===== config.mk =====
export PLATFORM = sky130hd
export DESIGN_NAME = sram_port_arbiter_flat
export DESIGN_NICKNAME = d
export VERILOG_FILES = /design/src/rtl/sram_port_arbiter_if.sv /design/src/rtl/sram_port_arbiter.sv /design/src/flat_wrapper.sv
export SDC_FILE = /design/constraint.sdc
export NUM_CORES = 1
export LEC_CHECK = 0
export ABC_AREA = 1
export BUFFER_PORTS_ARGS = -buffer_cell sky130_fd_sc_hd__buf_2
export CAP_MARGIN = 15
export CORE_MARGIN = 8
export CORE_UTILIZATION = 40
export DETAILED_ROUTE_END_ITERATION = 16
export HOLD_SLACK_MARGIN = 0.08
export PLACE_DENSITY = 0.74
export SKIP_LAST_GASP = 1
export SLEW_MARGIN = 15
export SYNTH_ARGS = -nofsm -noshare
export SYNTH_HDL_FRONTEND = slang
export SYNTH_SLANG_ARGS = --single-unit

===== constraint.sdc =====
create_clock -name clk -period 2 [get_ports clk]
set_clock_uncertainty 0.05 [all_clocks]
set_input_delay 0.5 -clock clk [delete_from_list [all_inputs] [get_ports clk]]
set_output_delay 0.5 -clock clk [all_outputs]
set_load 0.005 [all_outputs]

===== src/rtl/sram_port_arbiter_if.sv =====
`default_nettype none
// ============================================================================
// | Module   : sram_port_arbiter_if                                          |
// | Purpose  : Bundles the CPU fetch port, the CPU data port and the single  |
// |            SRAM macro port that sram_port_arbiter sits between.          |
// | Modports : slave  - the arbiter (takes requests, drives grants, SRAM     |
// |                     controls and read responses).                        |
// |            master - the environment: CPU fetch/data ports plus the SRAM  |
// |                     macro, which supplies sram_dout.                     |
// | Signals  : if_req/if_addr                   fetch read request           |
// |            if_gnt/if_rvalid/if_rdata        fetch grant and response     |
// |            dm_req/dm_we/dm_bweb/dm_addr/    data request                 |
// |            dm_wdata                                                      |
// |            dm_gnt/dm_rvalid/dm_rdata        data grant and response      |
// |            sram_ceb/sram_web/sram_bweb/     SRAM controls (active-low)   |
// |            sram_addr/sram_din               and address/write data       |
// |            sram_dout                        SRAM read data, 1-cycle late |
// |            cpu_stall                        some request refused         |
// | Revision : 1.0  initial release                                          |
// ============================================================================
interface sram_port_arbiter_if #(
  parameter int ADDR_W = 14,
  parameter int DATA_W = 32
);
  // Fetch port
  logic              if_req;
  logic [ADDR_W-1:0] if_addr;
  logic              if_gnt;
  logic              if_rvalid;
  logic [DATA_W-1:0] if_rdata;

  // Data port
  logic              dm_req;
  logic              dm_we;
  logic [DATA_W-1:0] dm_bweb;
  logic [ADDR_W-1:0] dm_addr;
  logic [DATA_W-1:0] dm_wdata;
  logic              dm_gnt;
  logic              dm_rvalid;
  logic [DATA_W-1:0] dm_rdata;

  // SRAM macro port
  logic              sram_ceb;
  logic              sram_web;
  logic [DATA_W-1:0] sram_bweb;
  logic [ADDR_W-1:0] sram_addr;
  logic [DATA_W-1:0] sram_din;
  logic [DATA_W-1:0] sram_dout;

  logic              cpu_stall;

  modport slave (
    input  if_req, if_addr,
    output if_gnt, if_rvalid, if_rdata,
    input  dm_req, dm_we, dm_bweb, dm_addr, dm_wdata,
    output dm_gnt, dm_rvalid, dm_rdata,
    output sram_ceb, sram_web, sram_bweb, sram_addr, sram_din,
    input  sram_dout,
    output cpu_stall
  );

  modport master (
    output if_req, if_addr,
    input  if_gnt, if_rvalid, if_rdata,
    output dm_req, dm_we, dm_bweb, dm_addr, dm_wdata,
    input  dm_gnt, dm_rvalid, dm_rdata,
    input  sram_ceb, sram_web, sram_bweb, sram_addr, sram_din,
    output sram_dout,
    input  cpu_stall
  );
endinterface : sram_port_arbiter_if
`default_nettype wire


===== src/rtl/sram_port_arbiter.sv =====
`default_nettype none
// ============================================================================
// | Module   : sram_port_arbiter                                             |
// | Purpose  : Shares one single-port SRAM macro between the CPU fetch (IF)  |
// |            and data (DM) ports. At most one access is granted per cycle; |
// |            read data returns to the owning port one cycle after grant.   |
// |            cpu_stall is raised while any request is being refused.       |
// | Ports    : clk    - system clock, rising edge                            |
// |            rst_n  - asynchronous, active-low reset                       |
// |            bus    - sram_port_arbiter_if.slave (CPU ports + SRAM port)   |
// | Params   : ADDR_W       word address width                               |
// |            DATA_W       data width (bit write enable width too)          |
// |            STARVE_LIMIT consecutive IF refusals before IF wins one       |
// |                         contested cycle (1..15)                          |
// | Config   : SRAM_ARB_RR_EN defined  -> contested cycles alternate; the    |
// |                                      loser of the last contest wins.     |
// |            SRAM_ARB_RR_EN undefined -> DM fixed priority with an IF      |
// |                                      starvation guard.                   |
// | Revision : 1.0  initial release                                          |
// ============================================================================
module sram_port_arbiter #(
  parameter int ADDR_W       = 14,
  parameter int DATA_W       = 32,
  parameter int STARVE_LIMIT = 3
) (
  input wire                 clk,
  input wire                 rst_n,
  sram_port_arbiter_if.slave bus
);

  localparam logic [DATA_W-1:0] c_all_ones = '1;

  // Which port's read is in flight to the SRAM output register.
  typedef enum logic [1:0] {
    OWN_NONE = 2'd0,
    OWN_IF   = 2'd1,
    OWN_DM   = 2'd2
  } rd_owner_e;

  logic              w_contested;
  logic              w_if_gnt;
  logic              w_dm_gnt;

  rd_owner_e         rd_owner_q;
  rd_owner_e         rd_owner_d;

  logic              w_if_rvalid;
  logic              w_dm_rvalid;
  logic [DATA_W-1:0] if_rdata_q;
  logic [DATA_W-1:0] if_rdata_d;
  logic [DATA_W-1:0] dm_rdata_q;
  logic [DATA_W-1:0] dm_rdata_d;

  logic              w_sram_ceb;
  logic              w_sram_web;
  logic [DATA_W-1:0] w_sram_bweb;
  logic [ADDR_W-1:0] sram_addr_q;
  logic [ADDR_W-1:0] sram_addr_d;
  logic [DATA_W-1:0] sram_din_q;
  logic [DATA_W-1:0] sram_din_d;

  assign w_contested = bus.if_req & bus.dm_req;

  // --------------------------------------------------------------------------
  // Arbitration
  // --------------------------------------------------------------------------
`ifdef SRAM_ARB_RR_EN
  localparam logic c_win_if = 1'b0;
  localparam logic c_win_dm = 1'b1;

  // Winner of the most recent contested cycle. Resets to IF so that the
  // first contest after reset goes to DM.
  logic last_win_q;
  logic last_win_d;

  always_comb begin
    w_if_gnt = bus.if_req;
    w_dm_gnt = bus.dm_req;
    if (w_contested) begin
      w_if_gnt = (last_win_q == c_win_dm);
      w_dm_gnt = ~w_if_gnt;
    end
  end

  // Only contested cycles move the turn; uncontested grants leave it alone.
  always_comb begin
    last_win_d = last_win_q;
    if (w_contested) begin
      last_win_d = w_dm_gnt ? c_win_dm : c_win_if;
    end
  end

  always_ff @(posedge clk or negedge rst_n) begin
    if (!rst_n) begin
      last_win_q <= c_win_if;
    end else begin
      last_win_q <= last_win_d;
    end
  end
`else
  localparam logic [3:0] c_starve_lim = 4'(STARVE_LIMIT);

  // Consecutive cycles in which a pending fetch was refused.
  logic [3:0] starve_cnt_q;
  logic [3:0] starve_cnt_d;

  // DM has priority; once IF has been refused c_starve_lim times in a row
  // it takes the next contested cycle.
  always_comb begin
    w_if_gnt = bus.if_req;
    w_dm_gnt = bus.dm_req;
    if (w_contested) begin
      w_if_gnt = (starve_cnt_q == c_starve_lim);
      w_dm_gnt = ~w_if_gnt;
    end
  end

  // Counts refusals only; any grant or an idle fetch port restarts it.
  always_comb begin
    starve_cnt_d = '0;
    if (bus.if_req && !w_if_gnt) begin
      starve_cnt_d = (starve_cnt_q >= c_starve_lim) ? c_starve_lim
                                                     : starve_cnt_q + 4'd1;
    end
  end

  always_ff @(posedge clk or negedge rst_n) begin
    if (!rst_n) begin
      starve_cnt_q <= '0;
    end else begin
      starve_cnt_q <= starve_cnt_d;
    end
  end
`endif

  // --------------------------------------------------------------------------
  // SRAM drive
  // --------------------------------------------------------------------------
  // Address and write data are don't-care when idle; holding the last driven
  // value avoids needless toggling on the macro pins.
  always_comb begin
    w_sram_ceb  = 1'b1;
    w_sram_web  = 1'b1;
    w_sram_bweb = c_all_ones;
    sram_addr_d = sram_addr_q;
    sram_din_d  = sram_din_q;
    if (w_if_gnt) begin
      w_sram_ceb  = 1'b0;
      sram_addr_d = bus.if_addr;
    end else if (w_dm_gnt) begin
      w_sram_ceb  = 1'b0;
      w_sram_web  = ~bus.dm_we;
      w_sram_bweb = bus.dm_we ? bus.dm_bweb : c_all_ones;
      sram_addr_d = bus.dm_addr;
      sram_din_d  = bus.dm_wdata;
    end
  end

  // --------------------------------------------------------------------------
  // Read ownership FSM
  // --------------------------------------------------------------------------
  // The owner for the next cycle is whichever port has a read granted now;
  // DM writes and idle cycles leave nothing in flight.
  always_comb begin
    rd_owner_d = OWN_NONE;
    if (w_if_gnt) begin
      rd_owner_d = OWN_IF;
    end else if (w_dm_gnt && !bus.dm_we) begin
      rd_owner_d = OWN_DM;
    end
  end

  // --------------------------------------------------------------------------
  // Read response
  // --------------------------------------------------------------------------
  // sram_dout is itself registered by the macro, so during the response
  // cycle it is passed straight to the owning port and captured at the end
  // of that cycle; afterwards the captured copy is presented until the port's
  // next response. The non-owning port keeps showing its captured value.
  assign w_if_rvalid = (rd_owner_q == OWN_IF);
  assign w_dm_rvalid = (rd_owner_q == OWN_DM);

  always_comb begin
    if_rdata_d = if_rdata_q;
    dm_rdata_d = dm_rdata_q;
    if (w_if_rvalid) begin
      if_rdata_d = bus.sram_dout;
    end
    if (w_dm_rvalid) begin
      dm_rdata_d = bus.sram_dout;
    end
  end

  // An asynchronous reset clears rd_owner_q, which drops any response that
  // was still in flight.
  always_ff @(posedge clk or negedge rst_n) begin
    if (!rst_n) begin
      rd_owner_q  <= OWN_NONE;
      if_rdata_q  <= '0;
      dm_rdata_q  <= '0;
      sram_addr_q <= '0;
      sram_din_q  <= '0;
    end else begin
      rd_owner_q  <= rd_owner_d;
      if_rdata_q  <= if_rdata_d;
      dm_rdata_q  <= dm_rdata_d;
      sram_addr_q <= sram_addr_d;
      sram_din_q  <= sram_din_d;
    end
  end

  // --------------------------------------------------------------------------
  // Outputs
  // --------------------------------------------------------------------------
  assign bus.if_gnt    = w_if_gnt;
  assign bus.dm_gnt    = w_dm_gnt;
  assign bus.if_rvalid = w_if_rvalid;
  assign bus.dm_rvalid = w_dm_rvalid;
  assign bus.if_rdata  = if_rdata_d;
  assign bus.dm_rdata  = dm_rdata_d;
  assign bus.sram_ceb  = w_sram_ceb;
  assign bus.sram_web  = w_sram_web;
  assign bus.sram_bweb = w_sram_bweb;
  assign bus.sram_addr = sram_addr_d;
  assign bus.sram_din  = sram_din_d;
  assign bus.cpu_stall = (bus.if_req & ~w_if_gnt) | (bus.dm_req & ~w_dm_gnt);

endmodule : sram_port_arbiter
`default_nettype wire

===== src/flat_wrapper.sv =====
// flat-port wrapper written by rule: the top's interface ports become plain ports
module sram_port_arbiter_flat 
#(
  parameter int ADDR_W       = 14,
  parameter int DATA_W       = 32,
  parameter int STARVE_LIMIT = 3
)
  (clk, rst_n, bus_if_req, bus_if_addr, bus_if_gnt, bus_if_rvalid, bus_if_rdata, bus_dm_req, bus_dm_we, bus_dm_bweb, bus_dm_addr, bus_dm_wdata, bus_dm_gnt, bus_dm_rvalid, bus_dm_rdata, bus_sram_ceb, bus_sram_web, bus_sram_bweb, bus_sram_addr, bus_sram_din, bus_sram_dout, bus_cpu_stall);
  sram_port_arbiter_if #(.ADDR_W(ADDR_W), .DATA_W(DATA_W)) bus_i ();
  input wire clk;
  input wire rst_n;
  input wire logic [$bits(bus_i.if_req)-1:0] bus_if_req;
  input wire logic [$bits(bus_i.if_addr)-1:0] bus_if_addr;
  output wire logic [$bits(bus_i.if_gnt)-1:0] bus_if_gnt;
  output wire logic [$bits(bus_i.if_rvalid)-1:0] bus_if_rvalid;
  output wire logic [$bits(bus_i.if_rdata)-1:0] bus_if_rdata;
  input wire logic [$bits(bus_i.dm_req)-1:0] bus_dm_req;
  input wire logic [$bits(bus_i.dm_we)-1:0] bus_dm_we;
  input wire logic [$bits(bus_i.dm_bweb)-1:0] bus_dm_bweb;
  input wire logic [$bits(bus_i.dm_addr)-1:0] bus_dm_addr;
  input wire logic [$bits(bus_i.dm_wdata)-1:0] bus_dm_wdata;
  output wire logic [$bits(bus_i.dm_gnt)-1:0] bus_dm_gnt;
  output wire logic [$bits(bus_i.dm_rvalid)-1:0] bus_dm_rvalid;
  output wire logic [$bits(bus_i.dm_rdata)-1:0] bus_dm_rdata;
  output wire logic [$bits(bus_i.sram_ceb)-1:0] bus_sram_ceb;
  output wire logic [$bits(bus_i.sram_web)-1:0] bus_sram_web;
  output wire logic [$bits(bus_i.sram_bweb)-1:0] bus_sram_bweb;
  output wire logic [$bits(bus_i.sram_addr)-1:0] bus_sram_addr;
  output wire logic [$bits(bus_i.sram_din)-1:0] bus_sram_din;
  input wire logic [$bits(bus_i.sram_dout)-1:0] bus_sram_dout;
  output wire logic [$bits(bus_i.cpu_stall)-1:0] bus_cpu_stall;
  assign bus_i.if_req = bus_if_req;
  assign bus_i.if_addr = bus_if_addr;
  assign bus_if_gnt = bus_i.if_gnt;
  assign bus_if_rvalid = bus_i.if_rvalid;
  assign bus_if_rdata = bus_i.if_rdata;
  assign bus_i.dm_req = bus_dm_req;
  assign bus_i.dm_we = bus_dm_we;
  assign bus_i.dm_bweb = bus_dm_bweb;
  assign bus_i.dm_addr = bus_dm_addr;
  assign bus_i.dm_wdata = bus_dm_wdata;
  assign bus_dm_gnt = bus_i.dm_gnt;
  assign bus_dm_rvalid = bus_i.dm_rvalid;
  assign bus_dm_rdata = bus_i.dm_rdata;
  assign bus_sram_ceb = bus_i.sram_ceb;
  assign bus_sram_web = bus_i.sram_web;
  assign bus_sram_bweb = bus_i.sram_bweb;
  assign bus_sram_addr = bus_i.sram_addr;
  assign bus_sram_din = bus_i.sram_din;
  assign bus_i.sram_dout = bus_sram_dout;
  assign bus_cpu_stall = bus_i.cpu_stall;
  sram_port_arbiter #(.ADDR_W(ADDR_W), .DATA_W(DATA_W), .STARVE_LIMIT(STARVE_LIMIT)) u_core (.clk(clk), .rst_n(rst_n), .bus(bus_i));
endmodule

==> metrics.txt <==
CP max stage delay approximately 0.38 ns; Area growth syn-to-layout 99.07%; initial antenna violation count 0; Synthesis Warnings 0; Design Area, Final 9652 µm²; Final TNS setup -29.95 ns; Starting Density approximately 40%; Worst Path Arrival 1.78 ns; fraction of registers with async set/reset 100.0%; Max Cap Viol 0; clock tree sinks between 100 and 150; routed via count about 5700; run status finished, violations left; die height 126.1 µm; post-route ant nets 0; setup slack, reg-to-reg around 0.050 ns; CP max FO 6; DRT iter0 DRCs slightly below 500; worst path cell trace clkinv_4, nor2_4, inv_8, buf_6, buf_16, o21ai_4, buf_2; #FFs+latches synth roughly 120; die width 126.1 µm; # setup viols final 146; GR Overflow Total 0; global-route wire length before repair 27440 µm; # H-tree levels 4; DRC 0; clk root buf clkbuf_16; PwrDens 856.9 nW/µm²; Crit-path slowest cell dfrtp_1; later-pin clock latency in the skew report 0.41 ns; Layout Nets 1110; gr usage total between 20% and 30%; synth unique cells 18; final worst path period need 2.326 ns; Pre-antenna DRT Iters 5; top_reg_cell synth dfrtp_1; Critical Path End Type output port; TritonCTS clock tree built; # rows 40; routed wire length 23400 µm; number of I/O pins 278; I/O Buffers ~280; syn avg cell area roughly 8 µm²; violated checks setup timing; Hold Crit Class primary input to flop; largest net degree at the start of global routing 66; max frequency roughly 0.43 GHz; Post-Synthesis Cells ~590; layout cells sized above 1 between 60% and 70%; Synth top area share 59.87%; Num CTS Buffers 17; period utilization 116.3%; Hold Vio Cnt, Final 0; clk slew on worst S/H paths roughly 0.050 ns; Seq/Total Area, Yosys 59.87%; DR vias/cell approximately 5; Clock Tree Buf Depth 2; Core Area 11910 µm²; routability cong. between 0.8 and 0.9; post-synth top area cell dfrtp_1; top cells by area, synth dfrtp_1, nand2_1, o21ai_0; CP Launch Type flop; EDFF count, synth 0; RSZ-0062 raised after global routing yes; Die ar. ~16000 µm²; HPWL Detailed approximately 12000 µm; Leak 0.005195 µW; Post-DP Area 6568 µm²; vias in the first global route between 5000 and 6000; Final Slew Violations 0; synthesized cell area ~4800 µm²; Hold Slack between 0.2 and 0.25 ns; Req. time, crit path between 1 and 1.5 ns; routed len/inst 20.51 µm; final worst setup slack -0.3257 ns; synth cell count leaders nand2_1, dfrtp_1, nor2_1, o21ai_0, inv_1; Setup CP Type flop to output port; VDD IR-drop max around 0.73 mV; most frequent cell after synthesis nand2_1
==> final timing paths <==
path,startpoint,end,depth (start not counted)
worst min-delay path,bus_dm_we,u_core.rd_owner_q[1]$_DFF_PN0_,2
worst min register to register,u_core.sram_din_q[23]$_DFF_PN0_,u_core.sram_din_q[23]$_DFF_PN0_,2
worst max-delay path,u_core.rd_owner_q[0]$_DFF_PN0_,bus_if_rdata[0],7
min in group asynchronous,rst_n,u_core.dm_rdata_q[5]$_DFF_PN0_,2
worst max register to register,u_core.rd_owner_q[0]$_DFF_PN0_,u_core.if_rdata_q[1]$_DFF_PN0_,12
max in group asynchronous,rst_n,u_core.sram_addr_q[9]$_DFF_PN0_,3
==> logic make-up (layout without fill, tap and decap cells) <==
kind of cell	after synthesis	in the layout	synth area share, %
buf+inv	86	486	7.896
simple gates	321	322	25.08
compound gates	66	66	6.813
other cells	1	3	0.07735
fa+ha+maj	1	1	0.2580
flops	116	116	59.87
==> power breakdown <==
part           total (µW)  internal [µW]  switching [µW]
Sequential           2850           2660             199
Combinational        2250           1140            1110
Clock                3170           2080            1080
==> final cells by class <==
class | count | area [µm²]
multi-input cells | 391 | 2698
clock buffers | 23 | 488.0
clock inverters | 9 | 125.1
fillers | 641 | 2260
diodes | 1 | 2.502
flip-flops and latches | 116 | 2903
well taps | 147 | 183.9
repair inverters | 1 | 6.256
repair buffers | 399 | 3015
inverters | 54 | 230.2
==> routing by layer <==
| metal | up-vias | track usage, % | routed length [µm] |
|---|---|---|---|
| li1 | 2575 | - | - |
| met1 | 2728 | 23.59 | 8499 |
| met2 | 360 | 36.23 | 11990 |
| met3 | 82 | 10.80 | 2119 |
| met4 | 0 | 7.643 | 790 |
| met5 | - | 0 | 0 |
==> repair_timing <==
| item | CTS | global route |
|---|---|---|
| hold buffers | 1 | 0 |
| pin swaps | 9 | 23 |
| setup endpoints to repair | 145 | 148 |
| endpoints found under the hold margin | 26 | 0 |
| gates cloned | 9 | 14 |
| buffers inserted | 30 | 50 |
| gates resized for setup | 134 | 285 |
==> metrics by stage <==
stage | power, µW | cells | util (%) | worst slack (ns)
6_report | 8271 | 1141 | 81.03 | -0.3257
5_1_grt | 8579 | 1140 | 81.01 | -0.4271
4_1_cts | 7440 | 1087 | 67.71 | -0.2717
3_5_place_dp | 3996 | 1015 | 55.14 | -0.08913
3_3_place_gp | 3962 | 1015 | 55.14 | -0.05627
2_1_floorplan | 3272 | 592 | - | 0.2455
==> cells in the final DEF, fill, tap and decap left out, types with 3 or more instances in the layout <==
cell         n
buf_12      15
buf_16       8
buf_2      252
buf_4       79
buf_6       32
buf_8        3
bufinv_16    3
clkbuf_16   26
clkbuf_8     4
clkinv_2     4
dfrtp_1    116
inv_1       49
nand2_1    149
nand2_2     38
nand2_4     65
nand2_8      3
nor2_1      58
nor2_2       5
o21ai_2     35
o21ai_4     29
==> critical path, delay by kind of cell (launching register included) <==
| kind | cells | cell delay, ns |
|---|---|---|
| AOI/OAI and AO/OA | 1 | 0.15 |
| and+or+nand+nor | 1 | 0.21 |
| DFF | 1 | 0.38 |
| buffers and inverters | 5 | 0.62 |
==> registers in the layout, indices dropped and copies added, names as in the netlist <==
register	flops
u_core.if_rdata_q	32
u_core.starve_cnt_q	4
u_core.sram_din_q	32
u_core.rd_owner_q	2
u_core.sram_addr_q	14
u_core.dm_rdata_q	32
(Power assumes the default switching activity.)
